## config.mk

```make
export PLATFORM = sky130hd
export DESIGN_NAME = pll_ddr_ctrl
export DESIGN_NICKNAME = d
export VERILOG_FILES = /design/src/rtl/pll_ddr_ctrl_pkg.sv /design/src/rtl/pll_ddr_ctrl_lock_filter.sv /design/src/rtl/pll_ddr_ctrl.sv
export SDC_FILE = /design/constraint.sdc
export NUM_CORES = 1
export LEC_CHECK = 0
export ABC_AREA = 1
export CAP_MARGIN = 40
export CORE_MARGIN = 2
export CORE_UTILIZATION = 32
export DETAILED_ROUTE_END_ITERATION = 8
export PLACE_DENSITY = 0.55
export REMOVE_ABC_BUFFERS = 1
export SLEW_MARGIN = 10
export SYNTH_ARGS = -nofsm -noshare
export SYNTH_HDL_FRONTEND = slang
export SYNTH_SLANG_ARGS = --single-unit
```

## constraint.sdc

```tcl
create_clock -name clk -period 1.7 [get_ports clk]
set_input_delay 0.255 -clock clk [delete_from_list [all_inputs] [get_ports clk]]
set_output_delay 0.255 -clock clk [all_outputs]
set_load 0.01 [all_outputs]
```

## src/rtl/pll_ddr_ctrl_pkg.sv

```systemverilog
// Shared types and widths for the DDR PLL sequencer.
// Holds the FSM state enum, the dynamic-adjust field width and the relock counter width.
package pll_ctrl_pkg;

    localparam int DA_W     = 4;
    localparam int RELOCK_W = 8;

    typedef enum logic [2:0] {
        RST_HOLD,
        WAIT_LOCK,
        READY,
        SETTLE,
        FAIL
    } pll_state_e;

    typedef struct packed {
        logic [DA_W-1:0] psda;
        logic [DA_W-1:0] dutyda;
        logic [DA_W-1:0] fdly;
    } pll_cfg_t;

endpackage

```

## src/rtl/pll_ddr_ctrl_lock_filter.sv

```systemverilog
// Brings the asynchronous PLL lock into clk and debounces it.
// The filtered level flips only after LOCK_FILTER consecutive synced samples disagree with it.
module pll_lock_filter #(
    parameter int LOCK_FILTER = 4
) (
    input  logic clk,
    input  logic reset,
    input  logic pll_lock,
    output logic lock_filt
);

    localparam int CNT_W = $clog2(LOCK_FILTER) + 1;

    logic             sync1_q, sync1_d;
    logic             sync2_q, sync2_d;
    logic             filt_q, filt_d;
    logic [CNT_W-1:0] cnt_q, cnt_d;

    always_ff @(posedge clk) begin
        if (reset) begin
            sync1_q <= 1'b0;
            sync2_q <= 1'b0;
            filt_q  <= 1'b0;
            cnt_q   <= '0;
        end else begin
            sync1_q <= sync1_d;
            sync2_q <= sync2_d;
            filt_q  <= filt_d;
            cnt_q   <= cnt_d;
        end
    end

    // Any sample that agrees with the current level restarts the run count.
    always_comb begin
        sync1_d = pll_lock;
        sync2_d = sync1_q;
        filt_d  = filt_q;
        cnt_d   = '0;
        if (sync2_q != filt_q) begin
            if (cnt_q == CNT_W'(LOCK_FILTER - 1)) begin
                filt_d = sync2_q;
            end else begin
                cnt_d = cnt_q + CNT_W'(1);
            end
        end
    end

    assign lock_filt = filt_q;

endmodule

```

## src/rtl/pll_ddr_ctrl.sv

```systemverilog
// DDR PLL sequencer: reset/lock qualification with retry, lock-loss recovery,
// and serialised phase/duty/fine-delay updates with a settle window before ack.
module pll_ddr_ctrl
    import pll_ctrl_pkg::*;
#(
    parameter int unsigned     RST_CYCLES    = 16,
    parameter int unsigned     LOCK_TIMEOUT  = 65536,
    parameter int unsigned     LOCK_FILTER   = 4,
    parameter int unsigned     SETTLE_CYCLES = 32,
    parameter int unsigned     MAX_RETRY     = 4,
    parameter logic [DA_W-1:0] PSDA_INIT     = 4'b0000,
    parameter logic [DA_W-1:0] DUTYDA_INIT   = 4'b1000,
    parameter logic [DA_W-1:0] FDLY_INIT     = 4'b0000
) (
    input  logic                clk,
    input  logic                reset,
    input  logic                pll_lock,
    output logic                pll_reset,
    output logic [DA_W-1:0]     psda,
    output logic [DA_W-1:0]     dutyda,
    output logic [DA_W-1:0]     fdly,
    input  logic                cfg_req,
    input  logic [DA_W-1:0]     cfg_psda,
    input  logic [DA_W-1:0]     cfg_dutyda,
    input  logic [DA_W-1:0]     cfg_fdly,
    output logic                cfg_ack,
    output logic                ready,
    output logic                fail,
    output logic [RELOCK_W-1:0] relock_count
);

    localparam int RST_W = $clog2(RST_CYCLES) + 1;
    localparam int TO_W  = $clog2(LOCK_TIMEOUT) + 1;
    localparam int SET_W = $clog2(SETTLE_CYCLES) + 1;
    localparam int RET_W = $clog2(MAX_RETRY) + 1;

    localparam pll_cfg_t CFG_INIT = '{psda: PSDA_INIT, dutyda: DUTYDA_INIT, fdly: FDLY_INIT};

    logic lock_filt;

    pll_state_e          state_q, state_d;
    logic [RST_W-1:0]    rst_cnt_q, rst_cnt_d;
    logic [TO_W-1:0]     to_cnt_q, to_cnt_d;
    logic [SET_W-1:0]    set_cnt_q, set_cnt_d;
    logic [RET_W-1:0]    retry_q, retry_d;
    logic [RELOCK_W-1:0] relock_q, relock_d;
    logic                ack_q, ack_d;
    pll_cfg_t            cfg_q, cfg_d;

    pll_lock_filter #(
        .LOCK_FILTER(LOCK_FILTER)
    ) u_lock_filter (
        .clk      (clk),
        .reset    (reset),
        .pll_lock (pll_lock),
        .lock_filt(lock_filt)
    );

    always_ff @(posedge clk) begin
        if (reset) begin
            state_q   <= RST_HOLD;
            rst_cnt_q <= '0;
            to_cnt_q  <= '0;
            set_cnt_q <= '0;
            retry_q   <= '0;
            relock_q  <= '0;
            ack_q     <= 1'b0;
            cfg_q     <= CFG_INIT;
        end else begin
            state_q   <= state_d;
            rst_cnt_q <= rst_cnt_d;
            to_cnt_q  <= to_cnt_d;
            set_cnt_q <= set_cnt_d;
            retry_q   <= retry_d;
            relock_q  <= relock_d;
            ack_q     <= ack_d;
            cfg_q     <= cfg_d;
        end
    end

    // Counters default to zero so each one starts cleared on entry to its state.
    always_comb begin
        state_d   = state_q;
        rst_cnt_d = '0;
        to_cnt_d  = '0;
        set_cnt_d = '0;
        retry_d   = retry_q;
        relock_d  = relock_q;
        ack_d     = 1'b0;
        cfg_d     = cfg_q;
        case (state_q)
            RST_HOLD: begin
                if (rst_cnt_q == RST_W'(RST_CYCLES - 1)) begin
                    state_d = WAIT_LOCK;
                end else begin
                    rst_cnt_d = rst_cnt_q + RST_W'(1);
                end
            end
            WAIT_LOCK: begin
                if (lock_filt) begin
                    state_d = READY;
                    retry_d = '0;
                end else if (to_cnt_q == TO_W'(LOCK_TIMEOUT - 1)) begin
                    retry_d = retry_q + RET_W'(1);
                    state_d = (retry_d == RET_W'(MAX_RETRY)) ? FAIL : RST_HOLD;
                end else begin
                    to_cnt_d = to_cnt_q + TO_W'(1);
                end
            end
            READY: begin
                // Lock loss outranks a request; ack_q masks the requester's trailing cycle.
                if (!lock_filt) begin
                    state_d = RST_HOLD;
                    if (relock_q != '1) relock_d = relock_q + RELOCK_W'(1);
                end else if (cfg_req && !ack_q) begin
                    cfg_d   = '{psda: cfg_psda, dutyda: cfg_dutyda, fdly: cfg_fdly};
                    state_d = SETTLE;
                end
            end
            SETTLE: begin
                if (!lock_filt) begin
                    state_d = RST_HOLD;
                    if (relock_q != '1) relock_d = relock_q + RELOCK_W'(1);
                end else if (set_cnt_q == SET_W'(SETTLE_CYCLES - 1)) begin
                    ack_d   = 1'b1;
                    state_d = READY;
                end else begin
                    set_cnt_d = set_cnt_q + SET_W'(1);
                end
            end
            FAIL: begin
                state_d = FAIL;
            end
            default: begin
                state_d = RST_HOLD;
            end
        endcase
    end

    always_comb begin
        pll_reset = 1'b0;
        ready     = 1'b0;
        fail      = 1'b0;
        case (state_q)
            RST_HOLD: pll_reset = 1'b1;
            READY:    ready     = 1'b1;
            FAIL: begin
                pll_reset = 1'b1;
                fail      = 1'b1;
            end
            default: ;
        endcase
    end

    assign psda         = cfg_q.psda;
    assign dutyda       = cfg_q.dutyda;
    assign fdly         = cfg_q.fdly;
    assign cfg_ack      = ack_q;
    assign relock_count = relock_q;

endmodule

```

==> impl_metrics.tcl, run 1 <==
set metrics [dict create \
    leakagePower_nw 1.46 \
    gp_congestion 0.723 \
    max-slew-margin-rel_pct 73.5 \
    cts.hold.buffers_added 0 \
    yosysWarnings 0 \
    drive_gt1_share_pct 19.4 \
    r2r_slack_ns -0.14 \
    critical_path.cell_chain "ha_4 -> nand2_4 -> inv_4 -> nand3_4 -> inv_2 -> nand2_2 -> nor4_2 -> ha_2 -> nor2_4 -> nand3_2 -> nand2_2 -> nor2_4 -> buf_6 -> a21oi_2" \
    setup_viol 17 \
    ioPinCount 40 \
    period_needed_ns 1.84 \
    critical_path.max_stage_delay_ns 0.36 \
    maxCapViolations 0 \
    tightest_slew_ns 0.397 \
    grt_overflow_total 0 \
    report.final.slew_viol_count 0 \
    portBuffers 39 \
    timing.final.ws_setup_ns -0.141 \
    dr.pass1.iters 4 \
    slowest_stage "dfxtp_2" \
    drc 0 \
    clkPwrFrac_pct 45.4 \
    p_switching_w 0.000559 \
    grt_max_degree 15 \
    syn_to_final_growth_pct 39.9 \
    cts_buffers 9 \
    core_sq_um 8130 \
    grt_pass1_wl_microns 9650 \
    fill_cells 830 \
    clk_path_buf_depth 2 \
    switching_share_pct 20.0 \
    cts_tree "yes" \
    routed_wl_microns 5940 \
    grt_pass1_vias 2258 \
    drtIter0Drc 62 \
    total_power_w 0.00280 \
    clk_latency_ns 0.33 \
    worst_ep_arrival_time_ns 2.06 \
    synth.distinct_cells 31 \
    period_share_pct 108 \
    combPwrFrac_pct 3.0 \
    crit_buf_inv 3 \
    antenna_cells_inserted 0 \
    hold_class "flip-flop to flip-flop" \
    critical_path.top_delay_family "simple AND/OR/NAND/NOR gates" \
    ys_seq_elements 61 \
    violations "setup timing" \
    seq_power_share_pct 51.6 \
    ant_nets 0 \
    hold_viol 0 \
    grtUsageTotal_pct 13.6 \
    dpl.hpwl_microns 4010 \
    antenna_found_initial 0 \
    die_x_microns 95.2 \
    initial_core_util_pct 32.7 \
    path_class "flip-flop to flip-flop" \
    p_int_w 0.00224 \
    ys_seq_area_share_pct 45.9 \
    required_ns 1.92 \
    max_clock_freq_mhz 543 \
    nNetsFinal 456 \
    p_per_area_nw_per_um2 751 \
    avgSynthCellArea_sq_um 7.54 \
    path_clk_slew_ns 0.06 \
    die_area_sq_um 9060 \
    final_cells 539 \
    rsz0062_at_grt "yes" \
    timing.hold.ws_ns 0.417 \
    synth_area_sq_um 2660 \
    vias 2436 \
    critPathLaunchType "flip-flop" \
    rows 33 \
    clock-root-buffer "clkbuf_8" \
    status "finished, violations left" \
    die_h_microns 95.2 \
    seq_area_sq_um 1220 \
    vias_per_cell 4.52 \
    postSynthCellCount 353 \
    ir_drop_uv 284 \
    clkSinkCount 61 \
    dp_cells 509 \
    wire_per_inst_microns 11.0 \
    finalClockSkew_ns 0.00575 \
    critPathMaxFanout 3 \
    multiInputGateArea_sq_um 1320 \
    setup.worst_path.end_class "flip-flop" \
    htree_levels 3 \
]
-- logic make-up after synthesis --
kind of cell	synth area share (%)
compound gates	7.95
xor+xnor	3.95
fa+ha+maj	4.70
buf+inv	8.70
flops	45.9
simple gates	28.8
-- metal layers --
layer / GRT usage, % / wire length, microns
met5: 0 / 0
met4: 7.61 / 96
met3: 2.53 / 238
met2: 23.0 / 2900
met1: 16.0 / 2710
-- through the flow --
| stage | setup TNS [ns] | util [%] | cell area, sq um | setup WS (ns) |
|---|---|---|---|---|
| after floorplan | -0.605 | - | 2610 | -0.127 |
| after global placement | -4.35 | 40.3 | 3280 | -0.308 |
| after detailed placement | -4.89 | 40.3 | 3280 | -0.330 |
| after CTS | -2.49 | 44.6 | 3630 | -0.222 |
| after global routing | -3.18 | 45.8 | 3720 | -0.245 |
| final | -1.06 | 45.8 | 3720 | -0.141 |
-- power groups by stage --
stage | clock network [W] | registers (W) | logic [W]
after CTS | 0.00132 | 0.00144 | 0.0000847
after floorplan | 0 | 0.00147 | 0.0000305
after global placement | 0 | 0.00148 | 0.0000824
after global routing | 0.00138 | 0.00144 | 0.0000925
final | 0.00127 | 0.00144 | 0.0000836
after detailed placement | 0 | 0.00148 | 0.0000835
-- synthesized netlist by cell type --
master,count,area (sq um)
nor2_1,81,304
dfxtp_1,61,1220
nand2_1,47,176
inv_1,45,169
nand3_1,20,100
a21oi_1,16,80.1
o21ai_0,16,80.1
ha_1,10,125
xor2_1,10,87.6
nand4_1,8,50.1
nor3_1,5,25.0
clkbuf_1,3,11.3
inv_2,3,11.3
nor2_2,3,18.8
nor4_1,3,18.8
buf_2,2,10.0
buf_6,2,22.5
nand3_2,2,20.0
nand3b_1,2,15.0
o21bai_1,2,15.0
xnor2_1,2,17.5
buf_4,1,7.51
nand2_2,1,6.26
nand2_4,1,11.3
nor3b_2,1,12.5
o211a_1,1,10.0
o211ai_1,1,7.51
o21a_1,1,7.51
o21ai_1,1,5.00
o22ai_1,1,6.26
or2_4,1,8.76
-- sequential cells by signal (all words and copies together), names as in the netlist --
register	cells
to_cnt_q	17
relock_count	8
set_cnt_q	6
rst_cnt_q	5
dutyda	4
fdly	4
psda	4
retry_q	3
state_q	3
u_lock_filter.cnt_q	3
cfg_ack	1
u_lock_filter.lock_filt	1
u_lock_filter.sync1_q	1
u_lock_filter.sync2_q	1
-- cell usage in the layout, fill, tap and decap left out, types with 4 or more instances in the layout --
cell type	count
xor2_1	10
nor2_1	76
nand3_1	17
a21oi_1	13
inv_1	42
ha_1	8
nand2_1	44
o21ai_0	14
clkdlybuf4s50_1	36
nor3_1	4
inv_2	5
dfxtp_1	59
nand4_1	8
buf_4	32
clkbuf_8	11
nor2_2	5
-- area by class of cell --
class | instances | area share, %
repair buffers | 74 | 18.0
flip-flops and latches | 61 | 32.9
clock buffers | 14 | 4.37
clock inverters | 1 | 0.806
well taps | 105 | 3.53
multi-input cells | 236 | 35.6
inverters | 48 | 4.91
-- final timing paths --
kind / startpoint / end / cells after the start
setup / recovery: to_cnt_q[0] / state_q[0] / 14
hold / removal: u_lock_filter.cnt_q[0] / u_lock_filter.cnt_q[0] / 1
setup reg to reg: to_cnt_q[0] / state_q[0] / 14
hold reg to reg: u_lock_filter.cnt_q[0] / u_lock_filter.cnt_q[0] / 1
-- timing repair --
item                                   in CTS  in global routing
setup endpoints to repair                  25                 22
endpoints found under the hold margin       0                  0
buffers inserted                           11                  5
resized for setup                          20                 20
pin swaps                                  14                 13
Power figures use the tool's default switching activity.
==> run 2, diff against run 1 <==
--- a/config.mk
+++ b/config.mk
@@ -16,3 +16,4 @@
 export SYNTH_ARGS = -nofsm -noshare
 export SYNTH_HDL_FRONTEND = slang
 export SYNTH_SLANG_ARGS = --single-unit
+export TNS_END_PERCENT = 30
==> impl_metrics.tcl, run 2 (synthesis gave the netlist of run 1 again) <==
set metrics [dict create \
    period_share_pct 107 \
    ir_drop_uv 278 \
    tightest_slew_ns 0.393 \
    p_per_area_nw_per_um2 754 \
    antenna_found_initial 0 \
    dpl.hpwl_microns 4010 \
    max_clock_freq_mhz 549 \
    worst_ep_arrival_time_ns 2.09 \
    p_int_w 0.00224 \
    drtIter0Drc 48 \
    hold_class "flip-flop to flip-flop" \
    largest_register_ff_count 17 \
    die_area_sq_um 9060 \
    place_area_sq_um 3280 \
    rsz0062_at_grt "yes" \
    leakagePower_nw 1.46 \
    cts_buffers 9 \
    report.final.slew_viol_count 0 \
    drt-met1-wl_microns 2660 \
    violations "setup timing" \
    rows 33 \
    dr.max_layer_used "met4" \
    switching_share_pct 20.0 \
    ant_nets 0 \
    mostFrequentLayoutCells "76 x nor2_1, 59 x dfxtp_1, 44 x nand2_1" \
    r2r-end "state_q[2]" \
    setup_viol 17 \
    htree_levels 3 \
    clock-root-buffer "clkbuf_8" \
    critPathLaunchType "flip-flop" \
    critical_path.max_stage_delay_ns 0.36 \
    drc 0 \
    cp-startpoint "to_cnt_q[0]" \
    endpoint "state_q[2]" \
    setup.worst_path.end_class "flip-flop" \
    routed_wl_microns 5900 \
    pre_cts_slack_ns -0.330 \
    clkPwrFrac_pct 45.4 \
    max-slew-margin-rel_pct 73.8 \
    dr.pass1.iters 4 \
    maxCapViolations 0 \
    clkSinkCount 61 \
    die_h_microns 95.2 \
    portBuffers 39 \
    clk_path_buf_depth 2 \
    path_class "flip-flop to flip-flop" \
    clk_latency_ns 0.33 \
    path_clk_slew_ns 0.06 \
    core_sq_um 8130 \
    worstRegToRegCells 14 \
    die_x_microns 95.2 \
    r2r_slack_ns -0.12 \
    p_switching_w 0.000559 \
    critPathMaxFanout 3 \
    timing.final.ws_setup_ns -0.123 \
    drive_gt1_share_pct 18.9 \
    hold_viol 0 \
    required_ns 1.97 \
    grt_overflow_total 0 \
    final_area_sq_um 3710 \
    slowest_stage "dfxtp_2" \
    critical_path.cell_chain "ha_4 -> nand2_4 -> inv_4 -> nand3_4 -> inv_2 -> nand2_2 -> nor4_2 -> ha_2 -> nor2_4 -> nand3_2 -> nand2_2 -> nor2_4 -> nand3_2 -> nor2_2" \
    seq_power_share_pct 51.6 \
    timing.rr.start "to_cnt_q[0]" \
    gp_congestion 0.723 \
    grt_pass1_wl_microns 9580 \
    grt_max_degree 15 \
    dr_wl_met3_microns 269 \
    nNetsFinal 455 \
    vias 2430 \
    wire_per_inst_microns 11.0 \
    grt_pass1_vias 2233 \
    period_needed_ns 1.82 \
    grtUsageTotal_pct 13.5 \
    ioPinCount 40 \
    vias_per_cell 4.52 \
    wl_met2_microns 2860 \
    combPwrFrac_pct 3.0 \
    antenna_cells_inserted 0 \
    total_power_w 0.00280 \
    cts_tree "yes" \
    layout_commonest_cell "nor2_1" \
    top_register "to_cnt_q" \
    status "finished, violations left" \
    finalClockSkew_ns 0.00494 \
    syn_to_final_growth_pct 39.4 \
    initial_core_util_pct 32.7 \
]
[run 2: changes by cell type in the layout (fill, tap and decap cells not counted)]
cell and change:
a21oi_1 +1, a21oi_2 -1, buf_6 -1
[run 2: layer usage]
metal	up-vias	GRT usage (%)
li1	1270	-
met5	-	0
met2	46	22.7
met4	0	7.61
met1	1104	16.1
met3	10	2.53
[run 2: power groups by stage]
stage	Clock, W	Sequential [W]	Combinational [W]
2_1_floorplan	0	0.00147	0.0000305
3_3_place_gp	0	0.00148	0.0000824
3_5_place_dp	0	0.00148	0.0000835
4_1_cts	0.00132	0.00144	0.0000847
5_1_grt	0.00138	0.00144	0.0000925
6_report	0.00127	0.00144	0.0000838
[run 2: cell type report]
| cell class | count | area (sq um) |
|---|---|---|
| flip-flops and latches | 61 | 1220 |
| well taps | 105 | 131 |
| repair buffers | 73 | 658 |
| multi-input cells | 236 | 1320 |
| clock inverters | 1 | 30.0 |
| clock buffers | 14 | 163 |
| fillers | 833 | 4430 |
| inverters | 48 | 183 |
[run 2: how the worst min path moves through the flow]
stage,startpoint,endpoint,cells after the start
floorplan,reset,relock_count[1],1
finish,u_lock_filter.cnt_q[0],u_lock_filter.cnt_q[0],1
detailed placement,u_lock_filter.cnt_q[0],u_lock_filter.cnt_q[0],1
CTS,u_lock_filter.cnt_q[0],u_lock_filter.cnt_q[0],1
global route,u_lock_filter.cnt_q[0],u_lock_filter.cnt_q[0],1
global placement,u_lock_filter.cnt_q[0],u_lock_filter.cnt_q[0],1
[run 2: critical path, delay by kind of cell (launching register included)]
kind / cells / cell delay, ns
DFF: 1 / 0.36
buffers and inverters: 2 / 0.13
and+or+nand+nor: 10 / 0.87
adders and majority gates: 2 / 0.40
[run 2: timing repair]
action	in CTS	in global routing
resized for setup	19	19
pin swaps	14	14
hold buffers	0	0
setup buffers	10	5
endpoints found under the setup margin	25	22
[run 2: stage by stage]
stage	cells	hold slack [ns]	TNS (ns)	utilization [%]
final	538	0.417	-1.04	45.6
after global routing	538	0.439	-3.13	45.6
after CTS	534	0.422	-2.42	44.4
after detailed placement	509	0.412	-4.89	40.3
after global placement	509	0.412	-4.35	40.3
after floorplan	345	0.324	-0.605	-
==> run 3, diff against run 2 <==
--- a/config.mk
+++ b/config.mk
@@ -10,6 +10,7 @@
 export CORE_MARGIN = 2
 export CORE_UTILIZATION = 32
 export DETAILED_ROUTE_END_ITERATION = 8
+export GPL_TIMING_DRIVEN = 0
 export PLACE_DENSITY = 0.55
 export REMOVE_ABC_BUFFERS = 1
 export SLEW_MARGIN = 10
==> impl_metrics.tcl, run 3 (synthesis gave the netlist of run 1 again) <==
set metrics [dict create \
    critical_path.max_stage_delay_ns 0.38 \
    nNetsFinal 437 \
    cts_tree "yes" \
    r2r-end "retry_q[2]" \
    finalClockSkew_ns 0.00709 \
    tightest_slew_ns 0.687 \
    wire_per_inst_microns 10.7 \
    grt_pass1_wl_microns 9300 \
    maxCapViolations 0 \
    critPathLaunchType "flip-flop" \
    die_x_microns 95.2 \
    cts_buffers 9 \
    drive_gt1_share_pct 15.6 \
    postLayoutCoreUtil_pct 43.9 \
    mostFrequentLayoutCells "76 x nor2_1, 57 x dfxtp_1, 44 x nand2_1" \
    portBuffers 39 \
    leakagePower_nw 1.39 \
    total_power_w 0.00277 \
    critPathMaxFanout 4 \
    setup_viol 7 \
    layout_commonest_cell "nor2_1" \
    ioPinCount 40 \
    setup.worst_path.end_class "flip-flop" \
    crit_cells 10 \
    endpoint "retry_q[2]" \
    grt_pass1_vias 2133 \
    ant_nets 0 \
    fill_cells 827 \
    p_per_area_nw_per_um2 776 \
    hold_class "flip-flop to flip-flop" \
    clkSinkCount 61 \
    cp_common_cell "nor2_4" \
    worstRegToRegCells 10 \
    dpl.hpwl_microns 3650 \
    vias_per_cell 4.51 \
    grt_overflow_total 0 \
    initial_core_util_pct 32.7 \
    die_area_sq_um 9060 \
    vias 2350 \
    cp-startpoint "to_cnt_q[7]" \
    largest_register_ff_count 17 \
    clk_latency_ns 0.33 \
    rsz0062_at_grt "yes" \
    antenna_cells_inserted 0 \
    worst_ep_arrival_time_ns 1.99 \
    top_register "to_cnt_q" \
    tns_ns -0.240 \
    required_ns 1.92 \
    path_class "flip-flop to flip-flop" \
    rows 33 \
    violations "setup timing" \
    pre_cts_slack_ns -0.905 \
    max-slew-margin-rel_pct 54.1 \
    htree_levels 3 \
    max_clock_freq_mhz 564 \
    slowest_stage "dfxtp_1" \
    drc 0 \
    dr.pass1.iters 4 \
    die_h_microns 95.2 \
    hold_viol 0 \
    gp_congestion 0.743 \
    clock-root-buffer "clkbuf_8" \
    r2r_slack_ns -0.07 \
    period_needed_ns 1.77 \
    ir_drop_uv 308 \
    syn_to_final_growth_pct 34.2 \
    drtIter0Drc 82 \
    critical_path.top_delay_family "simple AND/OR/NAND/NOR gates" \
    core_sq_um 8130 \
    clk_path_buf_depth 2 \
    path_clk_slew_ns 0.07 \
    timing.final.ws_setup_ns -0.0731 \
    crit_buf_inv 1 \
    antenna_found_initial 0 \
    critical_path.cell_chain "nand2_1 -> nor2_2 -> nand2_4 -> nor4_4 -> ha_2 -> nor2_4 -> nor2_4 -> inv_2 -> o21ai_1 -> a21oi_1" \
    grtUsageTotal_pct 13.1 \
    grt_max_degree 14 \
    timing.rr.start "to_cnt_q[7]" \
    period_share_pct 104 \
    status "finished, violations left" \
    routed_wl_microns 5580 \
    report.final.slew_viol_count 0 \
]
run 3: changes by cell type in the layout (fill, tap and decap cells not counted), sizes merged:
cell,before,now
clkinvlp,0,2
nand3,22,23
buf,34,14
inv,48,47
clkbuf,14,11
clkinv,0,4
run 3: worst min-delay path: cells and delay by family (launching register included):
family | cells | cell delay [ns]
flops | 1 | 0.30
buf+inv | 1 | 0.04
simple gates | 1 | 0.03
run 3: area by class of cell:
| type | count | area, sq um | share of cell area (%) |
|---|---|---|---|
| timing repair inverter | 1 | 5.00 | 0.140 |
| multi-input combinational | 237 | 1320 | 37.0 |
| tap | 105 | 131 | 3.68 |
| clock buffer | 11 | 141 | 3.96 |
| sequential | 61 | 1230 | 34.3 |
| clock inverter | 5 | 50.0 | 1.40 |
| timing repair buffer | 53 | 507 | 14.2 |
| inverter | 48 | 189 | 5.29 |
run 3: worst min-delay path by stage:
stage	cells after the start	slack, ns	end	start
floorplan	1	0.32	relock_count[1]	reset
detailed placement	2	0.40	u_lock_filter.sync2_q	u_lock_filter.sync1_q
CTS	2	0.41	u_lock_filter.sync2_q	u_lock_filter.sync1_q
global placement	2	0.40	u_lock_filter.sync2_q	u_lock_filter.sync1_q
finish	2	0.41	u_lock_filter.sync2_q	u_lock_filter.sync1_q
global route	2	0.43	u_lock_filter.sync2_q	u_lock_filter.sync1_q
run 3: through the flow:
stage / hold WS (ns) / instance area, sq um / std cells
after detailed placement: 0.400 / 3130 / 489
after floorplan: 0.324 / 2610 / 345
after global routing: 0.432 / 3570 / 521
after CTS: 0.409 / 3520 / 520
after global placement: 0.401 / 3130 / 489
final: 0.411 / 3570 / 521
run 3: what timing repair did:
| item | in CTS | in global routing |
|---|---|---|
| pin swaps | 12 | 9 |
| hold buffers | 0 | 0 |
| resized for setup | 30 | 12 |
| setup endpoints to repair | 36 | 30 |
| gates cloned | 1 | 1 |
| buffers inserted | 14 | 3 |
run 3: layer usage:
| layer | track usage, % | part of all wire, % | routed length, microns | up-vias |
|---|---|---|---|---|
| met1 | 16.4 | 49 | 2740 | 1066 |
| met4 | 6.88 | 1.9 | 106 | 0 |
| li1 | - | - | - | 1238 |
| met3 | 2.37 | 3.6 | 201 | 11 |
| met5 | 0 | 0 | 0 | - |
| met2 | 21.4 | 45 | 2540 | 35 |
run 3: where the power goes:
group	internal, W	switching, W
clock network	0.000707	0.000543
logic	0.0000427	0.0000362
registers	0.00144	0.00000505
